File: src/rtl/bti_arbiter.sv
// ============================================================================
// Module   : bti_arbiter
// Brief    : Round-robin many-to-one BTI arbiter with in-order response routing
// Revision : 1.0 - initial release
// ============================================================================
`default_nettype none

module bti_arbiter #(
  parameter int BTI_AW   = 32,
  parameter int BTI_DW   = 32,
  parameter int HOST_NUM = 2,
  parameter int OUTSTD   = 4
) (
  input  logic                       clk,
  input  logic                       rst,
  // host request ports (slave side)
  input  logic [HOST_NUM-1:0]        host_bti_req_vld,
  output logic [HOST_NUM-1:0]        host_bti_req_rdy,
  input  logic [HOST_NUM*BTI_AW-1:0] host_bti_req_addr,
  input  logic [HOST_NUM-1:0]        host_bti_req_cmd,
  input  logic [HOST_NUM*BTI_DW-1:0] host_bti_req_wdata,
  // host response ports (master side)
  output logic [HOST_NUM-1:0]        host_bti_rsp_vld,
  input  logic [HOST_NUM-1:0]        host_bti_rsp_rdy,
  output logic [HOST_NUM*BTI_DW-1:0] host_bti_rsp_data,
  // guest request port (master side)
  output logic                       gst_bti_req_vld,
  input  logic                       gst_bti_req_rdy,
  output logic [BTI_AW-1:0]          gst_bti_req_addr,
  output logic                       gst_bti_req_cmd,
  output logic [BTI_DW-1:0]          gst_bti_req_wdata,
  // guest response port (slave side)
  input  logic                       gst_bti_rsp_vld,
  output logic                       gst_bti_rsp_rdy,
  input  logic [BTI_DW-1:0]          gst_bti_rsp_data
);

  localparam int IW = (HOST_NUM > 1) ? $clog2(HOST_NUM) : 1;
  localparam int PW = $clog2(OUTSTD) + 1;

  logic [IW-1:0] rr;
  logic          lock;
  logic [IW-1:0] lock_idx;
  logic [IW-1:0] arb_idx;
  logic          arb_found;
  logic [IW-1:0] win;
  logic          win_vld;
  logic [IW-1:0] rr_nxt;
  logic          accept;

  logic [IW-1:0] id_mem [OUTSTD];
  logic [PW-1:0] wr_ptr;
  logic [PW-1:0] rd_ptr;
  logic          fifo_full;
  logic          fifo_empty;
  logic [IW-1:0] head;
  logic          pop;

  // ---------------------------------------------------------------- arbitration
  always_comb begin
    int k;
    k         = 0;
    arb_idx   = rr;
    arb_found = 1'b0;
    for (int i = 0; i < HOST_NUM; i++) begin
      k = int'(rr) + i;
      if (k >= HOST_NUM) k = k - HOST_NUM;
      if (!arb_found && host_bti_req_vld[k]) begin
        arb_found = 1'b1;
        arb_idx   = IW'(k);
      end
    end
  end

  // A stalled request keeps its winner so the guest sees a stable payload.
  assign win    = lock ? lock_idx : arb_idx;
  assign rr_nxt = (win == IW'(HOST_NUM - 1)) ? '0 : win + IW'(1);

  always_comb begin
    win_vld           = 1'b0;
    gst_bti_req_addr  = '0;
    gst_bti_req_cmd   = 1'b0;
    gst_bti_req_wdata = '0;
    for (int i = 0; i < HOST_NUM; i++) begin
      if (IW'(i) == win) begin
        win_vld           = host_bti_req_vld[i];
        gst_bti_req_addr  = host_bti_req_addr[i*BTI_AW +: BTI_AW];
        gst_bti_req_cmd   = host_bti_req_cmd[i];
        gst_bti_req_wdata = host_bti_req_wdata[i*BTI_DW +: BTI_DW];
      end
    end
  end

  assign gst_bti_req_vld = win_vld && !fifo_full && !rst;
  assign accept          = gst_bti_req_vld && gst_bti_req_rdy;

  always_comb begin
    host_bti_req_rdy = '0;
    for (int i = 0; i < HOST_NUM; i++) begin
      host_bti_req_rdy[i] = (IW'(i) == win) && win_vld && gst_bti_req_rdy &&
                            !fifo_full && !rst;
    end
  end

  always_ff @(posedge clk or posedge rst) begin
    if (rst) begin
      rr       <= '0;
      lock     <= 1'b0;
      lock_idx <= '0;
    end else begin
      if (accept) rr <= rr_nxt;
      if (gst_bti_req_vld && !gst_bti_req_rdy) begin
        lock     <= 1'b1;
        lock_idx <= win;
      end else begin
        lock <= 1'b0;
      end
    end
  end

  // ------------------------------------------------------------------ ID FIFO
  assign fifo_empty = (wr_ptr == rd_ptr);
  assign fifo_full  = (wr_ptr[PW-1] != rd_ptr[PW-1]) &&
                      (wr_ptr[PW-2:0] == rd_ptr[PW-2:0]);
  assign head       = id_mem[rd_ptr[PW-2:0]];

  always_ff @(posedge clk or posedge rst) begin
    if (rst) begin
      wr_ptr <= '0;
      rd_ptr <= '0;
    end else begin
      if (accept) wr_ptr <= wr_ptr + PW'(1);
      if (pop)    rd_ptr <= rd_ptr + PW'(1);
    end
  end

  always_ff @(posedge clk) begin
    if (accept) id_mem[wr_ptr[PW-2:0]] <= win;
  end

  // ---------------------------------------------------------- response routing
  always_comb begin
    gst_bti_rsp_rdy  = 1'b0;
    host_bti_rsp_vld = '0;
    for (int i = 0; i < HOST_NUM; i++) begin
      if (IW'(i) == head && !fifo_empty && !rst) begin
        gst_bti_rsp_rdy     = host_bti_rsp_rdy[i];
        host_bti_rsp_vld[i] = gst_bti_rsp_vld;
      end
    end
  end

  assign pop = gst_bti_rsp_vld && gst_bti_rsp_rdy;

  generate
    for (genvar g = 0; g < HOST_NUM; g++) begin : g_rsp_data
      assign host_bti_rsp_data[g*BTI_DW +: BTI_DW] = gst_bti_rsp_data;
    end
  endgenerate

endmodule

`default_nettype wire

File: config.mk
export PLATFORM = sky130hd
export DESIGN_NAME = bti_arbiter
export DESIGN_NICKNAME = d
export VERILOG_FILES = /design/src/rtl/bti_arbiter.sv
export SDC_FILE = /design/constraint.sdc
export NUM_CORES = 1
export LEC_CHECK = 0
export CAP_MARGIN = 20
export CELL_PAD_IN_SITES_DETAIL_PLACEMENT = 2
export CELL_PAD_IN_SITES_GLOBAL_PLACEMENT = 2
export CORE_AREA = 2 2 111 194
export CTS_CLUSTER_DIAMETER = 100
export CTS_CLUSTER_SIZE = 30
export DETAILED_ROUTE_END_ITERATION = 8
export DIE_AREA = 0 0 113 196
export PLACE_DENSITY_LB_ADDON = 0.05
export SETUP_SLACK_MARGIN = 0.02
export SLEW_MARGIN = 20
export SYNTH_ARGS = -nofsm -noshare
export SYNTH_HDL_FRONTEND = slang
export SYNTH_SLANG_ARGS = --single-unit
File: constraint.sdc
create_clock -name clk -period 2.4 [get_ports clk]
set_input_delay 0.6 -clock clk [delete_from_list [all_inputs] [get_ports clk]]
set_output_delay 0.6 -clock clk [all_outputs]
set_load 0.01 [all_outputs]
# Word level (Yosys, flattened, before mapping)
# Memory sizes are Yosys's and may differ from the RTL's.
# Index checks and enable logic that the tools add are counted.
[totals] memories=1 elab_cells=69 reg_bits=9 ramBits=4 in_bits=170 output_inout_bits=135
[op_classes] magnitude_cmp=4 n_mux=24 eq_ne=3 n_addsub=6 n_bitwise=2 n_reduce_logical=24
[mem_list] name="id_mem" depth=4 width=1 read_ports=1 rd_ports_with_merged_regs=0 write_ports=1 line="51" rtl="logic [IW-1:0] id_mem [OUTSTD];"
[op_table] operator="two-way mux 32 bit" n=4
[op_table] operator="< comparator 32 x 3 -> 1 bit, second input constant" n=2
[op_table] operator="two-way mux 1 bit" n=20
[op_table] operator="logical AND 1 bit" n=19
[op_table] operator="adder 3 x 1 -> 3 bit, second input constant" n=2
[op_table] operator="zero test 1 bit" n=5
[op_table] operator="== test 3 bit" n=1
[op_table] operator="subtractor 1 x 2 -> 3 bit, second input constant" n=1
[op_table] operator="subtractor 2 x 2 -> 3 bit, second input constant" n=1
[op_table] operator="adder 1 x 1 -> 2 bit, second input constant" n=1
[op_table] operator="== test 2 bit" n=1
[op_table] operator="greater-or-equal comparator 1 x 2 -> 1 bit, second input constant" n=1
[op_table] operator="greater-or-equal comparator 2 bit, second input constant" n=1
[op_table] operator="NOT 1 bit" n=2
[op_table] operator="adder 1 bit, second input constant" n=1
[op_table] operator="inequality test 1 bit" n=1

# Logic depth before layout (Yosys ltp)
# Gate-level depths: netlist (run 1).
[logic_depth] ltp_word=16 depth_mapped=5

# Worst setup path before layout (run 1)
# No wires, ideal clock.
[synth_timing] path_type="input-to-output" start="input host_bti_req_vld[0]" end="output gst_bti_req_addr[10]" n_path_buf=1 cell_stages=4 slack_ps=147 t_arrival_ps=1653 cell_sequence="a21o_1 -> o21ai_1 -> buf_2 -> mux2_1"
[synth_between] elab_chain_cells=9 elab_cells_between_ends=13
[synth_lines] item="start: declaration" line="17" rtl="input logic [HOST_NUM-1:0] host_bti_req_vld,"
[synth_lines] item="two-way mux 1 bit (not written as such) (3 in series)" line="68" rtl="if (!arb_found && host_bti_req_vld[k]) begin"
[synth_lines] item="two-way mux 1 bit" line="68"
[synth_lines] item="zero test 1 bit" line="68"
[synth_lines] item="logical AND 1 bit" line="68"
[synth_lines] item="two-way mux 1 bit (*)" line="68"
[synth_lines] item="two-way mux 1 bit (*)" line="76" rtl="assign win = lock ? lock_idx : arb_idx;"
[synth_lines] item="two-way mux 32 bit (*)" line="85" rtl="if (IW'(i) == win) begin"
[synth_lines] item="end: declaration" line="29" rtl="output logic [BTI_AW-1:0] gst_bti_req_addr,"
# Every way passes the cells marked *; elsewhere a longest branch is shown, timed or not. The select of a mux whose other input is x is not followed.

# Final worst setup path (run 1)
[layout_timing] start="input host_bti_req_vld[0]" end="output gst_bti_req_wdata[10]"
[layout_between] elab_chain_cells=9 elab_cells_between_ends=13
[layout_lines] item="two-way mux 1 bit (not written as such) (3 in series)" line="68"
[layout_lines] item="two-way mux 1 bit" line="68"
[layout_lines] item="zero test 1 bit" line="68"
[layout_lines] item="logical AND 1 bit" line="68"
[layout_lines] item="two-way mux 1 bit (*)" line="68"
[layout_lines] item="two-way mux 1 bit (*)" line="76"
[layout_lines] item="two-way mux 32 bit (*)" line="85"
[layout_lines] item="end: declaration" line="31" rtl="output logic [BTI_DW-1:0] gst_bti_req_wdata,"
# Marked as above.

==> results.yml, run 1 <==
worst_setup_path:
  cp_slowest_stage_delay_ns: 0.31
  required_ns: 1.80
  reg2regPathDepth: 7
  worstReg2RegEnd: "wr_ptr[1]"
  start_kind: "input port"
  crit_slowest_cell: "mux2_4"
  ff2ff_setup_slack_ns: 0.42
  cp_common_cell: "buf_12"
  path_class: "in2out"
  timing.rr.start: "rr"
  critPathMaxFanout: 8
  worstPathArrival_ns: 1.99
  crit_chain: "buf_8 > a21o_1 > o21ai_4 > buf_12 > buf_12 > buf_16 > mux2_4 > buf_6"
  cp-end-kind: "output pin"
min_path:
  hold_path_end: "lock_idx"
  holdPathStages: 1
  hold_class: "reg2reg"
  min_from: "lock_idx"
cells_and_area:
  post-route-util_pct: 24.0
  syn_to_final_growth_pct: 144
  nNetsFinal: 574
  stdcell_count: 650
  stdcell_area_um2: 4960
  drive_above_1_share_pct: 52.0
  antenna_cells: 0
grt:
  grt_max_degree: 12
  grt_pass1_vias: 2730
  grt_overflow: 0
  grt_pass1_wl_um: 17000
  antenna_found_initial: 2
  track_usage_pct: 10.5
route:
  ant_nets: 0
  drtIter0Drc: 34
  post_drt_wl_per_cell_um: 19.0
  vias_per_cell: 3.45
  routed_wl_um: 12400
  via_count: 2241
  drc: 9
  dr.pass1.iters: 6
synth:
  avgSynthCellArea_um2: 9.83
  syn_nets: 382
  synth_cells: 207
  synth.distinct_cells: 27
  yosysSeqAreaShare_pct: 17.0
  synth_warnings: 0
  syn_area_um2: 2030
  synth-seq-cells: 13
die:
  die_y_um: 196
  coreArea_um2: 20700
  pin_count: 305
  row_count: 70
  start_util_pct: 9.84
  die_area_um2: 22100
  die_w_um: 113
sta:
  finalHoldViolCount: 0
  fmax_ghz: 0.386
  finalCriticalPeriod_ns: 2.59
  clock-skew-final_ns: 0.00141
  slew-limit-headroom_pct: 82.3
  tns_ns: -7.63
  worst_pin_slew_ns: 0.265
  fin_crit_sh_pct: 108
  setup_viol: 68
  rsz0062_at_grt: "yes"
  fin_ws_ns: -0.191
  slew_violations: 0
pwr:
  power_leakage_uw: 0.00222
  cellPowerDensity_nw_per_um2: 912
  max-vdd-ir-drop_mv: 0.271
clock_tree:
  cts_max_level: 1
  cts.reportedPaths.clkPinSlew_ns: 0.05
  cts_hold_buf: 0
  clock-sinks: 13
  cts_tree: "yes"
  cts_root_buffer: "clkbuf_16"
  clockBufferDepth: 2
  clkLatencyLatePin_ns: 0.25
  cts_buffers: 3
place:
  io_buffer_count: 208
  place_inst: 621
  gp_congestion: 0.681
  dpl_cell_area_um2: 4140
  hpwlAfterDp_um: 9580
status:
  violations: "design-rule violations, negative setup slack"
  status: "complete, but fails checks"
job:
  drv_cap: 0
[power by group]
part	internal [uW]	total [uW]	switching, uW
sequential	325	385	60.1
clock	225	330	104
combinational	2360	3810	1440
[synthesized netlist by cell type, drive strengths merged]
cell type,instances,area [um^2]
a21oi,1,5.00
mux2,68,766
nand4,1,21.3
o31ai,1,7.51
ha,5,62.6
nor2b,2,12.5
nor3,1,5.00
dfrtp,9,225
nand3,1,5.00
a21o,1,7.51
or3,1,6.26
edfxtp,4,120
mux4,1,22.5
nand4b,2,17.5
o21ai,2,10.0
buf,71,515
or4b,1,10.0
nand2,3,11.3
o311ai,1,26.3
mux2i,2,20.0
or3b,1,11.3
inv,12,45.0
o211a,1,10.0
xor2,4,35.0
nor2,8,30.0
xnor2,3,26.3
[through the flow]
| stage | power, uW | hold slack (ns) | setup slack [ns] |
|---|---|---|---|
| 2_1_floorplan | 1590 | 0.464 | 0.147 |
| 3_3_place_gp | 2980 | 0.513 | -0.920 |
| 3_5_place_dp | 2990 | 0.539 | -0.915 |
| 4_1_cts | 4070 | 0.555 | -0.185 |
| 5_1_grt | 4850 | 0.573 | -0.243 |
| 6_report | 4520 | 0.546 | -0.191 |
[what timing repair did]
action / 4_1_cts / 5_1_grt
pin swaps: 3 / 4
gates cloned: 7 / 2
setup buffers: 15 / 5
endpoints found under the setup margin: 71 / 71
resized for setup: 352 / 122
[how the worst max path moves through the flow]
stage	endpoint	start	slack (ns)
2_1_floorplan	gst_bti_req_addr[10]	host_bti_req_vld[0]	0.15
3_3_place_gp	gst_bti_req_addr[19]	host_bti_req_vld[0]	-0.92
3_5_place_dp	gst_bti_req_addr[14]	host_bti_req_vld[0]	-0.92
4_1_cts	gst_bti_req_wdata[16]	rr	-0.18
5_1_grt	gst_bti_req_wdata[10]	host_bti_req_vld[0]	-0.24
6_report	gst_bti_req_wdata[10]	host_bti_req_vld[0]	-0.19
[logic make-up after synthesis]
group / synth area share [%]
AOI/OAI and AO/OA: 3.26
xor gates and xnor gates: 3.01
adders and majority gates: 3.08
buffers and inverters: 27.6
DFF: 17.0
muxes: 39.7
and+or+nand+nor: 6.40
[cell usage in the layout (no fill, tap or decap), types with 4 or more instances in the layout]
master             n
ha_1               5
xor2_1             4
nor2_1             7
clkdlybuf4s50_1  135
buf_6             68
buf_12             7
buf_16             5
buf_4             29
inv_1              9
buf_2              6
dfrtp_1            7
edfxtp_1           4
clkbuf_16          5
mux2_4            65
[sequential cells by signal (all words and copies together) (netlist names)]
name and flops:
id_mem 4, rr 1, rd_ptr 3, lock_idx 1, lock 1, wr_ptr 3
[layout make-up]
class,count,area (um^2)
fillers,2302,15700
well taps,252,315
multi-input cells,111,1430
clock buffers,4,78.8
flip-flops and latches,13,348
repair buffers,258,2750
inverters,12,45.0
[metal layers]
metal,vias up,GRT usage [%],routed length (um)
met1,1052,8.84,3580
met5,-,0,27
met4,4,3.16,196
li1,1027,-,-
met3,14,4.97,1560
met2,144,21.1,7020
[worst max-delay path, delay by kind of cell]
kind                   cells  cell delay [ns]
buffers and inverters      5             0.65
AOI/OAI and AO/OA          2             0.41
muxes                      1             0.31
(Power assumes the default switching activity.)
==> run 2: changes to the inputs <==
--- a/config.mk
+++ b/config.mk
@@ -8,12 +8,14 @@
 export CAP_MARGIN = 20
 export CELL_PAD_IN_SITES_DETAIL_PLACEMENT = 2
 export CELL_PAD_IN_SITES_GLOBAL_PLACEMENT = 2
-export CORE_AREA = 2 2 111 194
+export CORE_AREA = 2 2 118 120
 export CTS_CLUSTER_DIAMETER = 100
 export CTS_CLUSTER_SIZE = 30
 export DETAILED_ROUTE_END_ITERATION = 8
-export DIE_AREA = 0 0 113 196
+export DIE_AREA = 0 0 120 122
+export DONT_BUFFER_PORTS = 1
 export PLACE_DENSITY_LB_ADDON = 0.05
+export REMOVE_ABC_BUFFERS = 1
 export SETUP_SLACK_MARGIN = 0.02
 export SLEW_MARGIN = 20
 export SYNTH_ARGS = -nofsm -noshare
==> constraint.sdc (replaced) <==
create_clock -name clk -period 2.9 [get_ports clk]
set_input_delay 0.725 -clock clk [delete_from_list [all_inputs] [get_ports clk]]
set_output_delay 0.725 -clock clk [all_outputs]
set_load 0.01 [all_outputs]
==> run 2 against run 1 <==
Against the previous run: the flow now finishes without violations; flip-flop and latch count unchanged; register-to-register slack improved by 0.60 ns; sequential share of layout area increased by 11 points; clock skew grew 0.0026 ns; sequential power is 9.6% lower; via count shrank 41%.
==> results.yml, run 2 (same netlist as run 1, synthesis figures left out) <==
die:
  coreArea_um2: 13500
  die_area_um2: 14600
  die_w_um: 120
  pin_count: 305
  die_y_um: 122
  start_util_pct: 15.1
  row_count: 43
grt:
  track_usage_pct: 10.0
  antenna_found_initial: 1
  grt_pass1_wl_um: 10600
  grt_overflow: 0
  grt_max_degree: 61
  grt_pass1_vias: 1433
pwr:
  power_leakage_uw: 0.000694
  cellPowerDensity_nw_per_um2: 892
  max-vdd-ir-drop_mv: 0.242
worst_setup_path:
  worstReg2RegEnd: "rd_ptr[2]"
  cp.depth: 4
  required_ns: 2.17
  ff2ff_setup_slack_ns: 1.02
  start_kind: "input port"
  crit_chain: "a21o_1 > o21ai_4 > buf_12 > mux2_1"
  timing.rr.start: "rd_ptr[0]"
  cp-end-kind: "output pin"
  path_class: "in2out"
  cp.buffers_inverters: 1
  reg2regPathDepth: 4
  cp-endpoint: "gst_bti_req_wdata[13]"
  cp_slowest_stage_delay_ns: 0.43
  cp_top_family: "multiplexers"
  crit_slowest_cell: "mux2_1"
  worstPathArrival_ns: 1.87
  critPathMaxFanout: 60
  cp-startpoint: "host_bti_req_vld[0]"
clock_tree:
  cts.reportedPaths.clkPinSlew_ns: 0.05
  cts_hold_buf: 0
  cts_tree: "yes"
  clockBufferDepth: 2
  cts_root_buffer: "clkbuf_16"
  post_cts_buffers: 0
  clock-sinks: 13
  cts_max_level: 1
  post_cts_resized: 0
  cts_buffers: 3
  clkLatencyLatePin_ns: 0.24
route:
  post_drt_wl_per_cell_um: 25.3
  ant_nets: 0
  dr.pass1.iters: 4
  drtIter0Drc: 29
  via_count: 1320
  vias_per_cell: 4.09
  drc: 0
  routed_wl_um: 8190
status:
  status: "finished, final reports clean"
place:
  gp_congestion: 0.677
  hpwlAfterDp_um: 7160
  place_ws_ns: 0.309
  dpl_cell_area_um2: 1790
  io_buffer_count: 0
  place_inst: 319
sta:
  tns_ns: 0
  finalCriticalPeriod_ns: 2.59
  worst_pin_slew_ns: 0.382
  fin_crit_sh_pct: 89.4
  clock-skew-final_ns: 0.00405
  fmax_ghz: 0.386
  hold_ws_ns: 0.417
  setup_viol: 0
  rsz0062_at_grt: "no"
  slew_violations: 0
  slew-limit-headroom_pct: 74.4
  fin_ws_ns: 0.308
  finalHoldViolCount: 0
cells_and_area:
  stdcell_count: 323
  stdcell_area_um2: 1870
  layout_commonest_cell: "mux2_1"
  final_cell_mix: "68 x mux2_1, 12 x inv_1, 9 x dfrtp_1"
  nNetsFinal: 319
  syn_to_final_growth_pct: -8.06
  largest_register_ffs: 4
  antenna_cells: 0
  drive_above_1_share_pct: 9.09
job:
  drv_cap: 0
min_path:
  hold_class: "in2async"
[run 2: layout make-up]
class	count	area, um^2
inverters	12	45.0
clock inverters	1	5.00
repair buffers	3	35.0
fillers	1561	11600
well taps	180	225
multi-input cells	111	1140
flip-flops and latches	13	345
clock buffers	3	75.1
[run 2: metrics by stage]
stage	utilization, %	power, uW
3_5_place_dp	13.3	1440
5_1_grt	13.9	1810
3_3_place_gp	13.3	1440
2_1_floorplan	-	1230
6_report	13.9	1670
4_1_cts	13.9	1710
[run 2: worst min path at each step]
stage / startpoint / end
finish: rst / wr_ptr[2]
global route: rst / wr_ptr[2]
CTS: rst / wr_ptr[2]
detailed placement: rd_ptr[2] / rd_ptr[2]
global placement: wr_ptr[2] / wr_ptr[2]
floorplan: rd_ptr[2] / rd_ptr[2]
[run 2: metal layers]
layer  share of wire (%)  track usage (%)  up-vias
met5                0.81             5.90        -
met4                0.46             1.69        4
met3                  19             8.61        8
met2                  43             13.4      183
met1                  37             11.8      613
li1                    -                -      512
[run 2: worst reg2reg max path: stages (launching register included)]
cell and delay, ns:
dfrtp_1 0.45, mux4_2 0.58, mux2i_1 0.18, or3_1 0.41
xnor2_1 0.14
[run 2: power breakdown]
group          switching [uW]  total [uW]  internal (uW)
sequential               80.9         348            267
clock                    79.3         263            184
combinational             629        1060            429
total                     789        1670            879
